### config.mk
export PLATFORM = sky130hd
export DESIGN_NAME = int_tx_ascii
export DESIGN_NICKNAME = d
export VERILOG_FILES = /design/src/rtl/int_tx_ascii_pkg.sv /design/src/rtl/int_tx_ascii_bin2bcd_seq.sv /design/src/rtl/int_tx_ascii.sv
export SDC_FILE = /design/constraint.sdc
export NUM_CORES = 1
export LEC_CHECK = 0
export CAP_MARGIN = 20
export CORE_MARGIN = 2
export CORE_UTILIZATION = 40
export CTS_CLUSTER_SIZE = 20
export DETAILED_ROUTE_END_ITERATION = 8
export GPL_ROUTABILITY_DRIVEN = 0
export GPL_TIMING_DRIVEN = 0
export PLACE_DENSITY_LB_ADDON = 0.25
export SLEW_MARGIN = 20
export SYNTH_ARGS = -nofsm -noshare
export SYNTH_HDL_FRONTEND = slang
export SYNTH_SLANG_ARGS = --single-unit
### constraint.sdc
create_clock -name CLK -period 5.6 [get_ports CLK]
set_clock_uncertainty 0.1 [all_clocks]
set_input_delay 1.4 -clock CLK [delete_from_list [all_inputs] [get_ports CLK]]
set_output_delay 1.4 -clock CLK [all_outputs]
set_load 0.02 [all_outputs]
### src/rtl/int_tx_ascii_pkg.sv
// Shared definitions for the integer-to-ASCII TX front end: FSM encodings,
// ASCII constants and digit-count helpers.
package int_tx_pkg;

   typedef enum logic [2:0] {
      S_IDLE      = 3'd0,
      S_CARGA     = 3'd1,
      S_CONVERTIR = 3'd2,
      S_SIGNO     = 3'd3,
      S_DIGITOS   = 3'd4,
      S_TERM_CR   = 3'd5,
      S_TERM_LF   = 3'd6
   } state_t;

   localparam logic [7:0] ASCII_0     = 8'h30;
   localparam logic [7:0] ASCII_A_OFS = 8'h37;
   localparam logic [7:0] ASCII_MINUS = 8'h2D;
   localparam logic [7:0] ASCII_CR    = 8'h0D;
   localparam logic [7:0] ASCII_LF    = 8'h0A;

   // log10(2) ~= 0.302, rounded up to whole digits
   function automatic int dec_digits(input int nbit);
      return (nbit * 302 + 999) / 1000;
   endfunction

   function automatic int hex_digits(input int nbit);
      return (nbit + 3) / 4;
   endfunction

endpackage

### src/rtl/int_tx_ascii_bin2bcd_seq.sv
// Iterative double-dabble: start_i loads the value, done_o flags the edge
// on which the final (NBIT-th) add-3/shift step is applied.
module bin2bcd_seq
   import int_tx_pkg::*;
#(
   parameter int NBIT = 8,
   parameter int NDIG = dec_digits(NBIT)
) (
   input  logic                clk,
   input  logic                rst_n,
   input  logic                start_i,
   input  logic [NBIT-1:0]     bin_i,
   output logic                done_o,
   output logic [4*NDIG-1:0]   bcd_o
);

   localparam int SW = 4 * NDIG + NBIT;
   localparam int CW = $clog2(NBIT + 1);

   logic [SW-1:0] sh_q;
   logic [SW-1:0] adj;
   logic [CW-1:0] cnt_q;
   logic          busy_q;

   generate
      for (genvar gi = 0; gi < NDIG; gi++) begin : g_adj
         logic [3:0] nib;
         assign nib = sh_q[NBIT + 4*gi +: 4];
         assign adj[NBIT + 4*gi +: 4] = (nib >= 4'd5) ? nib + 4'd3 : nib;
      end
   endgenerate
   assign adj[NBIT-1:0] = sh_q[NBIT-1:0];

   always_ff @(posedge clk or negedge rst_n) begin
      if (!rst_n) begin
         sh_q   <= '0;
         cnt_q  <= '0;
         busy_q <= 1'b0;
      end else if (start_i) begin
         sh_q   <= {{(4*NDIG){1'b0}}, bin_i};
         cnt_q  <= CW'(NBIT);
         busy_q <= 1'b1;
      end else if (busy_q) begin
         sh_q  <= adj << 1;
         cnt_q <= cnt_q - CW'(1);
         if (cnt_q == CW'(1)) busy_q <= 1'b0;
      end
   end

   assign done_o = busy_q && (cnt_q == CW'(1));
   assign bcd_o  = sh_q[SW-1 -: 4*NDIG];

endmodule

### src/rtl/int_tx_ascii.sv
// Prints an NBIT ALU result as decimal (optionally signed) or hex ASCII into
// the UART TX FIFO. Define INT_TX_TERM_EN to append CR/LF to every string.
module int_tx_ascii
   import int_tx_pkg::*;
#(
   parameter int NBIT = 8
) (
   input  logic            CLK,
   input  logic            RESET_N,
   input  logic            ENVIAR,
   input  logic [NBIT-1:0] DATO_ALU,
   input  logic            MODO_HEX,
   input  logic            CON_SIGNO,
   input  logic            FIFO_FULL,
   output logic            WR_FIFO,
   output logic [7:0]      DATA_FIFO,
   output logic            BUSY,
   output logic            DONE,
   output logic [2:0]      STATE
);

   localparam int DEC_DIGITS = dec_digits(NBIT);
   localparam int HEX_DIGITS = hex_digits(NBIT);
   localparam int MAX_DIG    = (DEC_DIGITS > HEX_DIGITS) ? DEC_DIGITS : HEX_DIGITS;
   localparam int IDX_W      = $clog2(MAX_DIG + 1);

   state_t            state_q;
   logic [NBIT-1:0]   dato_q;
   logic              hex_q;
   logic              signo_q;
   logic              neg_q;
   logic              lead_q;
   logic [IDX_W-1:0]  idx_q;
   logic              done_q;

   logic              neg_d;
   logic [NBIT-1:0]   mag_d;
   logic              bcd_done;
   logic [4*DEC_DIGITS-1:0] bcd;
   logic [4*MAX_DIG-1:0]    dec_pad, hex_pad, dig_vec;
   logic [3:0]        digit;
   logic [7:0]        asc;
   logic              skip;
   logic              wr;
   logic [7:0]        ch;

   // Magnitude is NBIT-bit unsigned so the most negative value maps to 2^(NBIT-1)
   assign neg_d = signo_q & ~hex_q & dato_q[NBIT-1];
   assign mag_d = neg_d ? -dato_q : dato_q;

   bin2bcd_seq #(.NBIT(NBIT), .NDIG(DEC_DIGITS)) u_bcd (
      .clk     (CLK),
      .rst_n   (RESET_N),
      .start_i (state_q == S_CARGA && !hex_q),
      .bin_i   (mag_d),
      .done_o  (bcd_done),
      .bcd_o   (bcd)
   );

   assign dec_pad = (4*MAX_DIG)'(bcd);
   assign hex_pad = (4*MAX_DIG)'(dato_q);
   assign dig_vec = hex_q ? hex_pad : dec_pad;
   assign digit   = dig_vec[4*idx_q +: 4];
   assign asc     = (digit < 4'd10) ? ASCII_0 + {4'd0, digit} : ASCII_A_OFS + {4'd0, digit};
   assign skip    = lead_q && (digit == 4'd0) && (idx_q != '0);

   always_comb begin
      wr = 1'b0;
      ch = 8'h00;
      case (state_q)
         S_SIGNO:   begin wr = !FIFO_FULL;          ch = ASCII_MINUS; end
         S_DIGITOS: begin wr = !skip && !FIFO_FULL; ch = asc;         end
`ifdef INT_TX_TERM_EN
         S_TERM_CR: begin wr = !FIFO_FULL;          ch = ASCII_CR;    end
         S_TERM_LF: begin wr = !FIFO_FULL;          ch = ASCII_LF;    end
`endif
         default: ;
      endcase
   end

   assign WR_FIFO   = wr;
   assign DATA_FIFO = wr ? ch : 8'h00;
   assign BUSY      = (state_q != S_IDLE);
   assign DONE      = done_q;
   assign STATE     = state_q;

   always_ff @(posedge CLK or negedge RESET_N) begin
      if (!RESET_N) begin
         state_q <= S_IDLE;
         dato_q  <= '0;
         hex_q   <= 1'b0;
         signo_q <= 1'b0;
         neg_q   <= 1'b0;
         lead_q  <= 1'b0;
         idx_q   <= '0;
         done_q  <= 1'b0;
      end else begin
         done_q <= 1'b0;
         case (state_q)
            S_IDLE: if (ENVIAR) begin
               dato_q  <= DATO_ALU;
               hex_q   <= MODO_HEX;
               signo_q <= CON_SIGNO;
               state_q <= S_CARGA;
            end
            S_CARGA: begin
               neg_q   <= neg_d;
               lead_q  <= 1'b1;
               idx_q   <= hex_q ? IDX_W'(HEX_DIGITS - 1) : IDX_W'(DEC_DIGITS - 1);
               state_q <= hex_q ? S_DIGITOS : S_CONVERTIR;
            end
            S_CONVERTIR: if (bcd_done) state_q <= neg_q ? S_SIGNO : S_DIGITOS;
            S_SIGNO: if (wr) state_q <= S_DIGITOS;
            S_DIGITOS: begin
               if (skip) begin
                  idx_q <= idx_q - IDX_W'(1);
               end else if (wr) begin
                  lead_q <= 1'b0;
                  if (idx_q == '0) begin
`ifdef INT_TX_TERM_EN
                     state_q <= S_TERM_CR;
`else
                     state_q <= S_IDLE;
                     done_q  <= 1'b1;
`endif
                  end else begin
                     idx_q <= idx_q - IDX_W'(1);
                  end
               end
            end
`ifdef INT_TX_TERM_EN
            S_TERM_CR: if (wr) state_q <= S_TERM_LF;
            S_TERM_LF: if (wr) begin
               state_q <= S_IDLE;
               done_q  <= 1'b1;
            end
`endif
            default: state_q <= S_IDLE;
         endcase
      end
   end

endmodule
==> impl_summary.txt <==
----------------------------------------------------
[Finish]
  Inserted Diodes ... 0
  Most frequent cells in the layout ... dfrtp_1 (43), nor2_1 (31), nand2_1 (29)
  Finished Core Util ... 47.79%
  Final net count ... 360
  Footprint of the multi-input gates ... 1503 µm²
  Share of layout cells above drive strength 1 ... 10.18%
  Reg area ... 1076 µm²
  Number of fill cells in the layout ... 635
  Layout Area Growth over Synthesis ... 17.33%
  Commonest non-fill, non-tap cell in the layout ... dfrtp_1

[Setup path]
  Arrival @ worst endpoint ... 3170 ps
  Req. time, crit path ... 4100 ps
  Sequence of cells on the critical path ... buf_6 > buf_4 > mux2i_1 > o22ai_1 > o21ai_0 > ha_1 > and3b_1 > nand3_4 > nand2_1 > o21ai_0 > clkdlybuf4s50_1
  Reg-to-Reg Start ... hex_q$_DFFE_PN0P_
  Delay-heaviest family, CP ... buffers and inverters
  Highest cell delay on the worst timing path ... 540 ps
  CP Max Fanout ... 10
  R2R Path End ... idx_q[0]$_DFFE_PN0P_
  Buffers plus inverters on the worst setup path ... 3
  Number of cell instances on the worst register-to-register path ... 10
  Worst Setup Path Type ... reg -> out
  Critical path's most frequent cell ... o21ai_0
  Slowest cell on the critical path ... clkdlybuf4s50_1
  Type of destination of the critical path ... output pin
  Nature of the critical path startpoint ... flop
  Minimum setup slack among reg-to-reg paths ... 2790 ps

[Detailed routing]
  Post-route antenna net violation count ... 0
  Via density per instance ... 5.283
  Residual DRC count ... 0
  Number of optimization iterations in the first detailed-route pass ... 4
  DR WL/cell ... 14.11 µm
  DR iter-0 viols ... 89
  Sum of routed wire length over all layers ... 5843 µm
  Vias ... 2187

[Global route]
  Vias in the first global route ... 2166
  Global-route wire length before repair ... 10160 µm
  Largest net degree at the start of global routing ... 27
  Initial antenna violation count ... 0
  Overall overflow remaining after global route ... 0
  Total global routing track utilization ... 17.18%

[Place]
  Post-detail-place hpwl ... 4373 µm
  Port Buffer Count ... 25

[Clocking]
  Number of buffers between clock root and the deepest sink ... 2
  Number of cells upsized or downsized after cts ... 0
  Clock tree from TritonCTS ... done
  Cell at the root of the clock tree ... clkbuf_8
  Total clock buffers created by CTS ... 5
  Post-CTS setup buffer count ... 0
  Clock-pin slew reported for the worst setup and hold paths after clock tree synthesis ... 90 ps
  Max H-tree Level ... 2
  Total number of clock tree sinks ... 43
  Clk_lat worst skew ... 300 ps
  CTS Hold Bufs ... 0

[Timing]
  Setup Viol. Count Final ... 0
  Unrepaired setup endpoints after global routing ... no
  Crit share post-route ... 83.31%
  Fin Setup TNS ... 0 ps
  Max-slew violation total from the final report ... 0
  Max-Slew Margin vs Limit ... 57.01%
  Maximum achievable frequency ... 0.2143 GHz
  Worst Tran Pin Value ... 644.8 ps
  Post-layout minimum cycle time ... 4665 ps
  Hold Violations, Final ... 0

[Status]
  Run status ... complete, no violations

[Synthesis]
  Synth async-reset ratio ... 100.0%
  Post-synth net total ... 327
  Most used DFF post-synth ... dfrtp_1
  Mapped cell area ... 2721 µm²
  Library cell with the largest summed area after synthesis ... dfrtp_1
  Syn avg cell area ... 9.071 µm²
  Post-synth EDFFs ... 0
  Sequential element share of the synthesized area ... 39.54%
  Area share of the largest cell type after synthesis ... 39.54%
  Syn. warnings ... 0
  Count of distinct cell types in the synthesized netlist ... 51
  Number of storage elements in the synthesis netlist ... 43
  Dominant cells by area after synthesis ... dfrtp_1 (40%), mux2i_1 (6.6%), ha_1 (6.0%)
  Gate Count Post-Synth ... 300

[Die]
  Placeable core region ... 6681 µm²
  Die Outline Area ... 7479 µm²
  Num rows ... 30
  Die width ... 86.48 µm
  Die height ... 86.48 µm
  Ports ... 28
  Starting Density ... 40.73%

[Hold path]
  Hold path start ... lead_q$_DFFE_PN0P_
  End of the worst hold path ... lead_q$_DFFE_PN0P_
  Hold crit path type ... reg -> reg
  Worst hold stages ... 1

[Power and ir drop]
  Peak supply drop ... 0.1871 mV
  Leakage power figure ... 1.429 nW
  Power per cell area ... 578.5 nW/µm²

[Run]
  Count of max-cap constraint violations ... 0

----------------------------------------------------
==> worst max path at each step <==
stage,from,slack (ps),cells after the start,endpoint
2_1_floorplan,FIFO_FULL,1800,4,DATA_FIFO[5]
3_3_place_gp,hex_q$_DFFE_PN0P_,1340,11,DATA_FIFO[5]
3_5_place_dp,hex_q$_DFFE_PN0P_,1300,11,DATA_FIFO[5]
4_1_cts,hex_q$_DFFE_PN0P_,960,11,DATA_FIFO[5]
5_1_grt,hex_q$_DFFE_PN0P_,750,11,DATA_FIFO[5]
6_report,hex_q$_DFFE_PN0P_,930,11,DATA_FIFO[5]
==> cell families (layout without fill, tap and decap cells) <==
logic type / after synthesis / count (layout) / share of synthesized area [%]
flops: 43 / 43 / 39.54
buf+inv: 33 / 67 / 5.241
fa+ha+maj: 13 / 13 / 5.977
compound gates: 69 / 69 / 16.14
mux: 29 / 29 / 11.31
xor+xnor: 14 / 14 / 4.506
simple gates: 98 / 98 / 17.15
other cells: 1 / 1 / 0.1378
==> per-layer routing <==
layer  share of wire, %  GRT usage (%)
met4                1.4          4.972
met1                 47          21.66
met2                 47          29.93
met3                3.8          3.238
met5                  0              0
==> cell type report <==
type                            instances  area share, %
Buffer                                 16          2.469
Clock buffer                            6          2.586
Clock inverter                          2         0.5094
Inverter                               17          1.998
Multi-Input combinational cell        224          47.06
Sequential cell                        43          33.70
Tap cell                               80          3.135
Timing Repair Buffer                   26          8.542
==> synth_stat cells (3+ instances only) <==
cell type	number
dfrtp_1	43
nor2_1	31
nand2_1	29
o21ai_0	26
a21oi_1	20
mux2i_1	18
inv_1	16
ha_1	13
mux2_2	10
clkbuf_1	9
xor2_1	9
nand2b_1	8
nor3_1	8
nand3_1	6
xnor2_1	5
buf_2	3
o22ai_1	3
==> flip-flops by register name (all words and copies together) (netlist names) <==
signal        count
signo_q           1
STATE             3
dato_q            8
u_bcd.sh_q       20
neg_q             1
lead_q            1
u_bcd.cnt_q       4
u_bcd.busy_q      1
hex_q             1
idx_q             2
DONE              1
==> stage by stage <==
| step | setup WS [ps] | total power, mW | hold WS (ps) | area, µm² | instances |
|---|---|---|---|---|---|
| 2_1_floorplan | 1798 | 1.368 | 349.2 | 2721 | 300 |
| 3_3_place_gp | 1336 | 1.616 | 383.1 | 3072 | 405 |
| 3_5_place_dp | 1299 | 1.638 | 387.0 | 3094 | 406 |
| 4_1_cts | 959.4 | 1.859 | 407.3 | 3193 | 414 |
| 5_1_grt | 751.3 | 2.022 | 432.3 | 3193 | 414 |
| 6_report | 934.7 | 1.847 | 410.0 | 3193 | 414 |
==> worst reg2reg max path, cell delays in order (launching register included) <==
cell	delay (ps)
dfrtp_1	370
buf_6	140
buf_4	190
mux2i_1	200
o22ai_1	90
o21ai_0	480
ha_1	250
and3b_1	230
nand3_4	90
a2111o_1	430
o211a_1	140
==> power breakdown <==
group / leakage (nW) / switching [mW] / internal, mW
sequential: 0.536 / 0.141 / 0.446
combinational: 0.845 / 0.580 / 0.464
clock: 0.0474 / 0.116 / 0.101
No activity file was read; power rests on OpenSTA's default activity.
